<file path="config.mk">
export PLATFORM = sky130hd
export DESIGN_NAME = dma_streamer
export DESIGN_NICKNAME = d
export VERILOG_FILES = /design/src/rtl/dma_pkg.sv /design/src/rtl/dma_burst_calc.sv /design/src/rtl/dma_streamer.sv
export SDC_FILE = /design/constraint.sdc
export NUM_CORES = 1
export LEC_CHECK = 0
export CAP_MARGIN = 20
export CORE_MARGIN = 8
export CORE_UTILIZATION = 38
export CTS_BUF_LIST = sky130_fd_sc_hd__clkbuf_8 sky130_fd_sc_hd__clkbuf_16
export CTS_CLUSTER_DIAMETER = 60
export CTS_CLUSTER_SIZE = 24
export DETAILED_ROUTE_END_ITERATION = 8
export DONT_BUFFER_PORTS = 1
export GPL_TIMING_DRIVEN = 0
export PLACE_DENSITY = 0.62
export SYNTH_ARGS = -nofsm -noshare
export SYNTH_HDL_FRONTEND = slang
export SYNTH_SLANG_ARGS = --single-unit
</file>
<file path="constraint.sdc">
create_clock -name clk -period 10.85 [get_ports clk]
set_input_delay 0.5425 -clock clk [delete_from_list [all_inputs] [get_ports clk]]
set_output_delay 0.5425 -clock clk [all_outputs]
set_load 0.01 [all_outputs]
</file>
<file path="src/rtl/dma_pkg.sv">
// Shared DMA types, default build widths and 4 KB boundary constant.
// Used by dma_streamer and dma_burst_calc.
`ifndef DMA_DATA_WIDTH
`define DMA_DATA_WIDTH 64
`endif
`ifndef DMA_MAX_BEAT_BURST
`define DMA_MAX_BEAT_BURST 256
`endif

package dma_pkg;

  localparam int unsigned DMA_4K_BOUNDARY = 4096;
  localparam int unsigned DMA_AXI_STRB_W  = `DMA_DATA_WIDTH / 8;
  localparam int unsigned DMA_FIFO_SZ_W   = 10;

  typedef enum logic [1:0] {
    DMA_ST_IDLE = 2'd0,
    DMA_ST_RUN  = 2'd1,
    DMA_ST_DONE = 2'd2
  } dma_st_t;

  typedef enum logic {
    DMA_NO_ERR        = 1'b0,
    DMA_UNALIGNED_ERR = 1'b1
  } dma_err_src_t;

  typedef logic [DMA_FIFO_SZ_W-1:0] fifo_sz_t;

  typedef struct packed {
    logic [31:0] src_addr;
    logic [31:0] dst_addr;
    logic [31:0] num_bytes;
  } s_dma_desc_t;

  typedef struct packed {
    logic [31:0]               addr;
    logic [7:0]                alen;
    logic [2:0]                size;
    logic [DMA_AXI_STRB_W-1:0] strb;
    logic                      valid;
  } s_dma_axi_req_t;

  typedef struct packed {
    logic ready;
  } s_dma_axi_resp_t;

  typedef struct packed {
    logic [31:0]  addr;
    dma_err_src_t src;
    logic         valid;
  } s_dma_error_t;

endpackage

</file>
<file path="src/rtl/dma_burst_calc.sv">
// Combinational burst sizing: min(remaining beats, MAX_BEATS, beats to 4 KB)
// plus write strobe. Tail masking is enabled by `DMA_STRB_TAIL_EN.
module dma_burst_calc
  import dma_pkg::*;
#(
  parameter int unsigned DATA_WIDTH = `DMA_DATA_WIDTH,
  parameter int unsigned MAX_BEATS  = `DMA_MAX_BEAT_BURST
) (
  input  logic [11:0]                     addr_lo_i,
  input  logic [31:0]                     rem_beats_i,
  input  logic [$clog2(DATA_WIDTH/8)-1:0] tail_i,
  output logic [8:0]                      burst_o,
  output logic [DATA_WIDTH/8-1:0]         strb_o
);

  localparam int unsigned BPB = DATA_WIDTH / 8;
  localparam int unsigned SZ  = $clog2(BPB);

  logic [12:0] bytes_to_4k;
  logic [12:0] beats_to_4k;
  logic [31:0] lim;
  logic [22:0] unused_lim_hi;

`ifdef DMA_STRB_TAIL_EN
  logic [BPB-1:0] tail_mask;
`endif

  always_comb begin
    bytes_to_4k = 13'(DMA_4K_BOUNDARY) - {1'b0, addr_lo_i};
    beats_to_4k = bytes_to_4k >> SZ;
    lim = rem_beats_i;
    if (32'(MAX_BEATS) < lim) lim = 32'(MAX_BEATS);
    if ({19'd0, beats_to_4k} < lim) lim = {19'd0, beats_to_4k};
    burst_o = lim[8:0];
    strb_o  = '1;
`ifdef DMA_STRB_TAIL_EN
    // Only the burst that drains the descriptor carries the partial strobe
    tail_mask = '1;
    tail_mask = tail_mask << tail_i;
    if ((lim == rem_beats_i) && (tail_i != '0)) strb_o = ~tail_mask;
`endif
  end

  assign unused_lim_hi = lim[31:9];

`ifndef DMA_STRB_TAIL_EN
  logic unused_tail;
  assign unused_tail = ^tail_i;
`endif

endmodule

</file>
<file path="src/rtl/dma_streamer.sv">
// Splits a DMA descriptor into AXI-legal, FIFO-gated burst requests.
// `DMA_STRB_TAIL_EN allows non-beat-multiple lengths with a masked final strobe.
module dma_streamer
  import dma_pkg::*;
#(
  parameter int unsigned STREAM_TYPE = 0,
  parameter int unsigned DATA_WIDTH  = `DMA_DATA_WIDTH,
  parameter int unsigned MAX_BEATS   = `DMA_MAX_BEAT_BURST
) (
  input  logic            clk,
  input  logic            rst_n,
  input  logic            dma_go_i,
  input  logic            dma_abort_i,
  input  s_dma_desc_t     dma_desc_i,
  input  fifo_sz_t        fifo_avail_i,
  output s_dma_axi_req_t  dma_axi_req_o,
  input  s_dma_axi_resp_t dma_axi_resp_i,
  output logic            dma_active_o,
  output logic            dma_done_o,
  output s_dma_error_t    dma_error_o
);

  localparam int unsigned BPB = DATA_WIDTH / 8;
  localparam int unsigned SZ  = $clog2(BPB);

  dma_st_t        state_q, state_d;
  logic [31:0]    addr_q, addr_d;
  logic [31:0]    rem_q, rem_d;
  logic [SZ-1:0]  tail_q, tail_d;
  s_dma_axi_req_t req_q, req_d;
  s_dma_error_t   err_q, err_d;
  logic           active_q, active_d;
  logic           done_q, done_d;

  logic [8:0]     burst;
  logic [BPB-1:0] strb;
  logic [31:0]    start_addr;
  logic [31:0]    hs_beats;

  dma_burst_calc #(
    .DATA_WIDTH (DATA_WIDTH),
    .MAX_BEATS  (MAX_BEATS)
  ) u_burst_calc (
    .addr_lo_i   (addr_q[11:0]),
    .rem_beats_i (rem_q),
    .tail_i      (tail_q),
    .burst_o     (burst),
    .strb_o      (strb)
  );

  always_comb begin
    state_d    = state_q;
    addr_d     = addr_q;
    rem_d      = rem_q;
    tail_d     = tail_q;
    req_d      = req_q;
    err_d      = err_q;
    start_addr = (STREAM_TYPE == 1) ? dma_desc_i.dst_addr : dma_desc_i.src_addr;
    hs_beats   = {24'd0, req_q.alen} + 32'd1;

    unique case (state_q)
      DMA_ST_IDLE: begin
        if (dma_go_i) begin
          addr_d = start_addr;
          rem_d  = (dma_desc_i.num_bytes >> SZ) + 32'(|dma_desc_i.num_bytes[SZ-1:0]);
          tail_d = dma_desc_i.num_bytes[SZ-1:0];
          err_d  = '0;
          if (start_addr[SZ-1:0] != '0) begin
            err_d = '{addr: start_addr, src: DMA_UNALIGNED_ERR, valid: 1'b1};
            state_d = DMA_ST_DONE;
          end
`ifndef DMA_STRB_TAIL_EN
          else if (dma_desc_i.num_bytes[SZ-1:0] != '0) begin
            err_d = '{addr: start_addr, src: DMA_UNALIGNED_ERR, valid: 1'b1};
            state_d = DMA_ST_DONE;
          end
`endif
          else if (dma_desc_i.num_bytes == '0) begin
            state_d = DMA_ST_DONE;
          end else begin
            state_d = DMA_ST_RUN;
          end
        end
      end

      DMA_ST_RUN: begin
        if (req_q.valid) begin
          // Abort never cuts a pending handshake short; it only suppresses done
          if (dma_axi_resp_i.ready) begin
            req_d.valid = 1'b0;
            addr_d      = addr_q + (hs_beats << SZ);
            rem_d       = rem_q - hs_beats;
            if (dma_abort_i)         state_d = DMA_ST_IDLE;
            else if (rem_d == '0)    state_d = DMA_ST_DONE;
          end
        end else if (dma_abort_i) begin
          state_d = DMA_ST_IDLE;
        end else if (fifo_avail_i >= fifo_sz_t'(burst)) begin
          req_d.addr  = addr_q;
          req_d.alen  = 8'(burst - 9'd1);
          req_d.size  = 3'(SZ);
          req_d.strb  = strb;
          req_d.valid = 1'b1;
        end
      end

      DMA_ST_DONE: state_d = DMA_ST_IDLE;

      default: state_d = DMA_ST_IDLE;
    endcase

    active_d = (state_d != DMA_ST_IDLE);
    done_d   = (state_d == DMA_ST_DONE);
  end

  always_ff @(posedge clk or negedge rst_n) begin
    if (!rst_n) begin
      state_q  <= DMA_ST_IDLE;
      addr_q   <= '0;
      rem_q    <= '0;
      tail_q   <= '0;
      req_q    <= '0;
      err_q    <= '0;
      active_q <= 1'b0;
      done_q   <= 1'b0;
    end else begin
      state_q  <= state_d;
      addr_q   <= addr_d;
      rem_q    <= rem_d;
      tail_q   <= tail_d;
      req_q    <= req_d;
      err_q    <= err_d;
      active_q <= active_d;
      done_q   <= done_d;
    end
  end

  assign dma_axi_req_o = req_q;
  assign dma_active_o  = active_q;
  assign dma_done_o    = done_q;
  assign dma_error_o   = err_q;

endmodule

</file>
==> metrics.md <==
| Metric | Value |
|---|---|
| Vias per inst | 5.98 |
| Tmin final | 7.42 ns |
| Relative slew slack | 33.5% |
| Clk_lat worst skew | 0.43 ns |
| Synthesized area | 9400 sq um |
| HPWL Detailed | roughly 24 mm |
| Syn-to-layout area delta | 11.0% |
| Full die area | around 30000 sq um |
| Via count | 8661 |
| FF-to-FF Start | rem_q[24] |
| Clk_skew | 0.0146 ns |
| Max Freq | ~0.13 GHz |
| PostCTS Resize Cnt | 0 |
| First-pass GRT wire length | 50.2 mm |
| Clock Tree Buf Depth | 2 |
| Buf/Inv on CP | 4 |
| H-tree level count | 4 |
| Worst-path maximum fanout | 10 |
| Top cell type by total area after synthesis | dfrtp_1 |
| Most numerous cell in the Yosys netlist | nand2_1 |
| Final Cycle Share | about two thirds |
| 1st-iter DRT viols | 919 |
| Number of global-route vias before repair | 8559 |
| Initial antenna violation count | 0 |
| Top Ports | a little under 200 |
| Placed Cells | 1416 |
| Crit. End Element | flop |
| Critical path type | flop to flop |
| Setup_tns | 0 ns |
| Ys async rst share | 100% |
| Lkg Pwr | around 4.4 nW |
| Final Non-Filler Cells | around 1400 |
| Reg-to-reg endpoint | dma_axi_req_o[28] |
| TritonCTS clock tree | done |
| Mapped Cells | 1091 |
| Post-route ant nets | 0 |
| Antenna diodes | 0 |
| Syn nets | 1244 |
| Port buffer count | 0 |
| Stages on worst setup path | 23 |
| Worst Max-Slew Pin Slew | about 1.0 ns |
| Area share of the largest cell type after synthesis | 38.1% |
| Element type at the critical path start | flop |
| Critical Path AT | 7.73 ns |
| Most used flip-flop cell after synthesis | dfrtp_1 |
| R2R depth | 23 |
| Reg clk slew, reported paths | approximately 0.070 ns |
| Starting Density | 38.6% |
| Reg2reg setup slack | ~3.4 ns |
| Crit-path leading delay family | compound AO/OA/AOI/OAI gates |
| WL/cell | around 22 um |
| Critical Path Max Stage Delay | 0.65 ns |
| Placement Rows | 57 |
| Core area | 24300 sq um |
| Hold Violations, Final | 0 |
| Synth warnings | 0 |
| Die height | around 170 um |
| Pre-antenna DRT Iters | 6 |
| Clock sinks | 143 |
| # Max-Cap Violations | 0 |
| Worst hold path class | input pin to asynchronous set/reset pin |
| Gr usage total | 21.2% |
| Largest net degree at the start of global routing | 144 |
| RSZ-0062 raised after global routing | false |
| Register area share after synthesis | approximately two fifths |
| DR DRC count | 0 |
| Pwr per Cell Area | 174 nW/um^2 |
| Max VDD drop | slightly above 0.00007 V |
| Total grt overflow | 0 |
| Synthesized area per cell | 8.62 sq um |
| CP most frequent cell | clkbuf_1 |
| Placed instance area | around 10000 sq um |
| Post-synth EDFFs | 0 |
| CP Data Required Time | around 11 ns |
| Flops & latches, synth | 143 |
| Worst-path cell chain | clkbuf_1 -> nor4_1 -> nand4b_1 -> nor3_2 -> clkbuf_1 -> nand2_1 -> ha_1 -> nand4_1 -> a2111oi_0 -> o41ai_2 -> o211ai_2 -> buf_2 -> nand3_1 -> o31ai_1 -> ha_1 -> nand2b_1 -> a21o_1 -> a21oi_1 -> o21ai_0 -> o31a_1 -> o21ai_1 -> clkbuf_1 -> mux2_2 |
| Netlist cell types | 76 |
| Routed Wire Length | between 30 and 40 mm |
| Design area | between 10000 and 15000 sq um |
| Final setup viols | 0 |
| Ranking of synthesized cells by area | dfrtp_1 38%, nand2_1 6.1%, ha_1 5.3% |
| GP Congestion | 0.931 |
| Slowest CP cell | o21ai_1 |
| Worst Setup EP | dma_axi_req_o[28] |
| Fraction of layout cells with a size suffix above 1 | 9.16% |
| Total CTS buffers | 17 |
| CP startpoint | rem_q[24] |
| Status | finished clean |
| # nets final | 1265 |
| Die Span X | 173 um |
| Final Slew Violations | 0 |
| Post-synth top cells | 153 x nand2_1, 143 x dfrtp_1, 92 x o21ai_0, 75 x nor2_1, 51 x a21oi_1 |
| CTS root buffer | clkbuf_16 |
-- repair_timing --
action	4_1_cts	5_1_grt
hold buffers	1	0
endpoints found under the hold margin	143	0
setup buffers	0	0
-- logic make-up after synthesis --
| logic type | share of synthesized area (%) |
|---|---|
| buffers and inverters | 4.95 |
| and+or+nand+nor | 21.4 |
| adders and majority gates | 5.75 |
| AOI/OAI and AO/OA | 19.5 |
| muxes | 4.58 |
| other | 0.0799 |
| xor gates and xnor gates | 5.68 |
| DFF | 38.1 |
-- flip-flops by register name (all words and copies together), names as in the netlist --
name	flops
dma_axi_req_o	42
dma_error_o	33
addr_q	32
rem_q	32
state_q	2
dma_active_o	1
dma_done_o	1
-- through the flow --
step | worst slack, ns | util (%) | total power, mW | hold WS [ns]
CTS | 3.47 | 42.9 | 1.82 | 0.146
global route | 2.90 | 42.9 | 1.92 | 0.143
detailed placement | 3.50 | 40.4 | 1.21 | 0.257
global placement | 3.52 | 40.3 | 1.20 | 0.257
floorplan | 5.04 | - | 1.06 | 0.247
finish | 3.43 | 42.9 | 1.82 | 0.118
-- how the worst min path moves through the flow --
stage / end / depth (start not counted)
after floorplan: addr_q[0] / 0
after global routing: dma_error_o[9] / 1
after CTS: dma_error_o[9] / 1
after detailed placement: dma_error_o[9] / 0
final: dma_error_o[9] / 1
after global placement: dma_error_o[9] / 0
-- area by class of cell --
cell class              instances  area [sq um]
plain buffers                  73           334
clock buffers                  17           425
clock inverters                15           166
fillers                      2405         13900
inverters                      35           131
multi-input cells             840          5360
flip-flops and latches        143          3580
well taps                     324           405
repair buffers                  2          35.0
-- worst register-to-register path, delay by kind of cell, from the launching register on --
family | cells | cell delay, ns
flops | 1 | 0.36
mux | 1 | 0.40
fa+ha+maj | 2 | 0.67
buf+inv | 4 | 1.44
simple gates | 7 | 2.03
compound gates | 9 | 2.38
-- routing by layer --
| metal | GRT usage, % | part of all wire [%] | vias to the layer above | wire length (um) |
|---|---|---|---|---|
| met2 | 34.6 | 47 | 359 | 15100 |
| met3 | 5.64 | 8.1 | 84 | 2610 |
| met5 | 0 | 0 | - | 0 |
| met4 | 8.66 | 3.6 | 0 | 1170 |
| li1 | - | - | 3997 | - |
| met1 | 26.2 | 41 | 4221 | 13400 |
-- cell usage in the layout (no fill, tap or decap), drive strengths merged, types with 4 or more instances in the layout --
master   netlist  layout
a21o           9       9
mux2          32      32
or2            6       6
and4           5       5
clkbuf        50      67
or4            5       5
a221o          4       4
nor2          75      75
o31ai          7       7
a2111oi        4       4
clkinv         0       6
a22oi          5       5
o21a          10      10
and3          19      19
nand2        153     153
mux2i          7       7
or3           11      11
o22ai         12      12
a41oi          4       4
o22a           4       4
o311ai        10      10
and2          13      13
nor4          23      23
buf           23      25
dfrtp        143     143
xnor2         33      33
a31oi         14      14
o21ai         98      98
o211ai         9       9
inv           35      43
nand4         18      18
nor2b          6       6
a311oi         6       6
nand2b         5       5
xor2          28      28
ha            40      40
nor3          27      27
a21oi         51      51
nand3         42      42
-- report_power, final --
part           total, mW  leakage (nW)  internal, mW  switching (mW)
logic              0.494          2.28         0.200           0.295
registers          0.728          1.79         0.607           0.121
clock network      0.593         0.288         0.309           0.284
(Power assumes the default switching activity.)
